**src/rtl/alu_control_seq.sv**
```systemverilog
// ALU control sequencer: decodes aluop/funct into a registered ALU selector,
// holds MUL/DIV selectors for a fixed number of stall cycles, and hands the
// selector to the ALU under a valid/ready handshake.
module alu_control_seq #(
  parameter int FUNC_W  = 6,
  parameter int OPS_W   = 4,
  parameter int MUL_LAT = 4,
  parameter int DIV_LAT = 8
) (
  input  logic              clk,
  input  logic              rst,
  input  logic              in_valid,
  output logic              in_ready,
  input  logic [1:0]        aluop,
  input  logic [FUNC_W-1:0] funct,
  output logic [OPS_W-1:0]  ops,
  output logic              out_valid,
  input  logic              out_ready,
  output logic              busy,
  output logic              illegal
);

  localparam int MAX_LAT = (MUL_LAT > DIV_LAT) ? MUL_LAT : DIV_LAT;
  localparam int CNT_W   = (MAX_LAT > 1) ? $clog2(MAX_LAT) : 1;

  localparam logic [FUNC_W-1:0] F_AND = FUNC_W'(6'b100100);
  localparam logic [FUNC_W-1:0] F_OR  = FUNC_W'(6'b100101);
  localparam logic [FUNC_W-1:0] F_ADD = FUNC_W'(6'b100000);
  localparam logic [FUNC_W-1:0] F_NOR = FUNC_W'(6'b100111);
  localparam logic [FUNC_W-1:0] F_MUL = FUNC_W'(6'b000010);
  localparam logic [FUNC_W-1:0] F_SUB = FUNC_W'(6'b100010);
  localparam logic [FUNC_W-1:0] F_DIV = FUNC_W'(6'b011010);
  localparam logic [FUNC_W-1:0] F_SLT = FUNC_W'(6'b101010);

  localparam logic [CNT_W-1:0] MUL_CNT = CNT_W'(MUL_LAT - 1);
  localparam logic [CNT_W-1:0] DIV_CNT = CNT_W'(DIV_LAT - 1);

  typedef enum logic [1:0] {IDLE, BUSY, VALID} state_t;

  state_t             state_q, state_d;
  logic [OPS_W-1:0]   ops_q, ops_d;
  logic               illegal_q, illegal_d;
  logic [CNT_W-1:0]   cnt_q, cnt_d;

  logic [3:0]         dec_ops;
  logic               dec_illegal;
  logic               dec_mul;
  logic               dec_div;
  logic               accept;

  // Decode the incoming aluop/funct into selector, illegal flag and op class
  always_comb begin
    dec_ops     = 4'b1111;
    dec_illegal = 1'b0;
    dec_mul     = 1'b0;
    dec_div     = 1'b0;
    case (aluop)
      2'b00: dec_ops = 4'b0010;
      2'b01: dec_ops = 4'b0110;
      2'b11: dec_ops = 4'b1011;
      default: begin
        case (funct)
          F_AND: dec_ops = 4'b0000;
          F_OR:  dec_ops = 4'b0001;
          F_ADD: dec_ops = 4'b0010;
          F_NOR: dec_ops = 4'b0100;
          F_MUL: begin dec_ops = 4'b0101; dec_mul = 1'b1; end
          F_SUB: dec_ops = 4'b0110;
          F_DIV: begin dec_ops = 4'b1000; dec_div = 1'b1; end
          F_SLT: dec_ops = 4'b1001;
          default: begin dec_ops = 4'b1111; dec_illegal = 1'b1; end
        endcase
      end
    endcase
  end

  assign in_ready  = (state_q == IDLE) | ((state_q == VALID) & out_ready);
  assign accept    = in_valid & in_ready;
  assign ops       = ops_q;
  assign illegal   = illegal_q;
  assign out_valid = (state_q == VALID);
  assign busy      = (state_q == BUSY);

  // Next-state: load on accept, count down stall cycles, release on out_ready
  always_comb begin
    state_d   = state_q;
    ops_d     = ops_q;
    illegal_d = illegal_q;
    cnt_d     = cnt_q;
    case (state_q)
      BUSY: begin
        if (cnt_q == '0) state_d = VALID;
        else             cnt_d   = cnt_q - 1'b1;
      end
      VALID: begin
        // Without a new op, drain to IDLE once the consumer takes the result
        if (out_ready && !accept) state_d = IDLE;
      end
      default: state_d = IDLE;
    endcase
    // Accept only happens from IDLE or a draining VALID, so it overrides both
    if (accept) begin
      ops_d     = OPS_W'(dec_ops);
      illegal_d = dec_illegal;
      cnt_d     = '0;
      state_d   = VALID;
      if (dec_mul && MUL_LAT > 1) begin
        state_d = BUSY;
        cnt_d   = MUL_CNT;
      end else if (dec_div && DIV_LAT > 1) begin
        state_d = BUSY;
        cnt_d   = DIV_CNT;
      end
    end
  end

  // State and output registers; reset aborts any op in flight
  always_ff @(posedge clk or posedge rst) begin
    if (rst) begin
      state_q   <= IDLE;
      ops_q     <= OPS_W'(4'b1111);
      illegal_q <= 1'b0;
      cnt_q     <= '0;
    end else begin
      state_q   <= state_d;
      ops_q     <= ops_d;
      illegal_q <= illegal_d;
      cnt_q     <= cnt_d;
    end
  end

endmodule

```
**config.mk**
```make
export PLATFORM = sky130hd
export DESIGN_NAME = alu_control_seq
export DESIGN_NICKNAME = d
export VERILOG_FILES = /design/src/rtl/alu_control_seq.sv
export SDC_FILE = /design/constraint.sdc
export NUM_CORES = 1
export LEC_CHECK = 0
export CAP_MARGIN = 15
export CORE_UTILIZATION = 44
export DETAILED_ROUTE_END_ITERATION = 10
export PLACE_DENSITY_LB_ADDON = 0.3
export SKIP_CTS_REPAIR_TIMING = 1
export SLEW_MARGIN = 10
export SYNTH_ARGS = -nofsm -noshare
export SYNTH_HDL_FRONTEND = slang
export SYNTH_SLANG_ARGS = --single-unit
```
**constraint.sdc**
```tcl
create_clock -name clk -period 1.43 [get_ports clk]
set_input_delay 0.286 -clock clk [delete_from_list [all_inputs] [get_ports clk]]
set_output_delay 0.286 -clock clk [all_outputs]
set_load 0.01 [all_outputs]
```
==> flow_metrics.env <==
export IMPL_outcome="complete, but fails checks"
export IMPL_failed_checks="design-rule violations"
export IMPL_vias=771
export IMPL_rows=14
export IMPL_port_buffers=19
export IMPL_final_common_cell="buf_4"
export IMPL_leakage_nw=0.696
export IMPL_syn_area_um2=766
export IMPL_crit_fanout=6
export IMPL_ios=20
export IMPL_critPathKind="flip-flop to primary output"
export IMPL_whs_ps=286
export IMPL_synth_edf_count=0
export IMPL_drc=1
export IMPL_final_hold_violation_count=0
export IMPL_ctsLongestPathBuffers=2
export IMPL_drive_gt1_share_pct=41.9
export IMPL_drtIter0Drc=11
export IMPL_cts_tree="built"
export IMPL_netlist_top_cells_area="dfrtp_1 (20%), dfstp_2 (14%), nand2b_1 (4.1%), inv_1 (3.9%), o22a_1 (3.4%)"
export IMPL_fp_dieW_um=43.7
export IMPL_grt_pass1_vias=718
export IMPL_final_nets=139
export IMPL_rsz0062_at_grt="yes"
export IMPL_cp_required_ps=1140
export IMPL_yosysSeqAreaShare_pct=33.3
export IMPL_ant_nets=0
export IMPL_cts_sinks=10
export IMPL_avgViaCountPerCell=5.51
export IMPL_hp_class="input port to asynchronous set/reset pin"
export IMPL_fin_crit_sh_pct=98.6
export IMPL_final_max_slew_viol_count=0
export IMPL_yosysTopAreaCell="dfrtp_1"
export IMPL_avgRoutedWirePerCell_um=15.3
export IMPL_dieArea_mm2=0.00191
export IMPL_yosys_warnings=0
export IMPL_cts_max_level=1
export IMPL_grt_ovfl_total=0
export IMPL_syn_inst=80
export IMPL_wl_um=2140
export IMPL_yosys_most_used_dff="dfrtp_1"
export IMPL_grt_first_pass_wirelength_um=2950
export IMPL_peakVddDrop_v=0.000481
export IMPL_arrival_ps=1120
export IMPL_clock_fmax_mhz=709
export IMPL_worstMarginPinSlew_ps=360
export IMPL_fin_skew_ps=3.10
export IMPL_yosys_register_bits=10
export IMPL_drt_pre_antenna_iters=7
export IMPL_start_kind="flip-flop"
export IMPL_syn_mean_instance_area_um2=9.57
export IMPL_power_w=0.000930
export IMPL_slew_headroom_pct=75.4
export IMPL_final_cell_mix="buf_4 (22), dlymetal6s2s_1 (15), inv_1 (8)"
export IMPL_syn_to_final_growth_pct=65.7
export IMPL_synthArstFlopShare_pct=100
export IMPL_core_mm2=0.00156
export IMPL_die_h_um=43.7
export IMPL_final_setup_viol_count=0
export IMPL_end_kind="primary output"
export IMPL_antenna_found_initial=0
export IMPL_cts_made_buffers=3
export IMPL_gp_congestion=0.861
export IMPL_grt_usage_pct=21.5
export IMPL_powerDensity_mw_per_mm2=733
export IMPL_syn_nets=94
export IMPL_clk_latency_ps=270
export IMPL_n_fill_cell=102
export IMPL_grt_start_max_net_pins=11
export IMPL_clkTransAtPathRegs_ps=70
export IMPL_start_util_pct=49.1
export IMPL_netlist_area_leader_share_pct=19.6
export IMPL_diodes=0
export IMPL_dp_final_hpwl_um=1550
export IMPL_ctsRootBufferMaster="clkbuf_4"
export IMPL_layout_min_cycle_time_ps=1410
export IMPL_maxCapViolCount=0
export IMPL_synth_cell_types=42
## power breakdown
group | switching (W) | total, W | internal, W
logic | 0.000147 | 0.000327 | 0.000179
clock network | 0.000107 | 0.000261 | 0.000155
registers | 0.0000187 | 0.000342 | 0.000323
## through the flow
| stage | TNS [ps] | setup slack, ps | utilization, % | instances | area [um^2] |
|---|---|---|---|---|---|
| global route | -116 | -36.7 | 81.4 | 140 | 1270 |
| CTS | -2960 | -406 | 73.8 | 138 | 1150 |
| floorplan | 0 | 107 | - | 80 | 766 |
| global placement | -3960 | -397 | 71.5 | 134 | 1110 |
| detailed placement | -4400 | -441 | 71.5 | 134 | 1110 |
| finish | 0 | 19.7 | 81.4 | 140 | 1270 |
## sequential cells by signal, indices dropped and copies added, names as in the netlist
name and cells:
cnt_q 3, ops 4, illegal 1, state_q 2
## per-layer routing
layer  GRT usage (%)  up-vias  part of all wire (%)
met5               0        -                     0
met2            41.8       12                    59
met4            9.38        0                   1.9
met1            22.0      380                    38
met3            3.75        4                   1.6
li1                -      375                     -
## area by class of cell
class	instances	area [um^2]	area share (%)
inverter	9	36.3	2.86
sequential	10	256	20.2
tap	16	20.0	1.58
timing repair buffer	43	410	32.3
clock buffer	4	36.3	2.86
multi-input combinational	58	509	40.1
## path summary, 6_finish.rpt
check | cells after the start | from | endpoint | slack, ps
max | 3 | state_q[0] | out_valid | 20
max reg2reg | 4 | state_q[0] | cnt_q[0] | 60
min in group clk | 3 | out_ready | state_q[1] | 350
min | 2 | rst | cnt_q[2] | 290
min reg2reg | 2 | ops[2] | ops[2] | 480
max in group asynchronous | 2 | rst | ops[3] | 830
## Yosys cell counts, drive strengths merged (2+ instances only)
cell / n
or3: 2
buf: 2
nand2: 4
nor2b: 4
dfstp: 4
nor3: 2
inv: 9
nor4: 4
or3b: 2
o22a: 3
ha: 2
nand2b: 5
xor2: 3
mux2i: 2
dfrtp: 6
o21ai: 4
a21oi: 4
or2: 2
## logic make-up (layout without fill, tap and decap cells)
group / after synthesis / in the layout / synth area share (%)
and+or+nand+nor: 28 / 28 / 25.8
DFF: 10 / 10 / 33.3
muxes: 2 / 2 / 2.61
AOI/OAI and AO/OA: 22 / 22 / 22.2
buffers and inverters: 12 / 56 / 8.17
xor gates and xnor gates: 4 / 4 / 4.58
adders and majority gates: 2 / 2 / 3.27
## worst max-delay path: stages (launching register included)
cell	delay, ps
dfrtp_2	470
nand2b_4	170
inv_1	60
dlymetal6s2s_1	160
No activity file was read; power rests on OpenSTA's default activity.
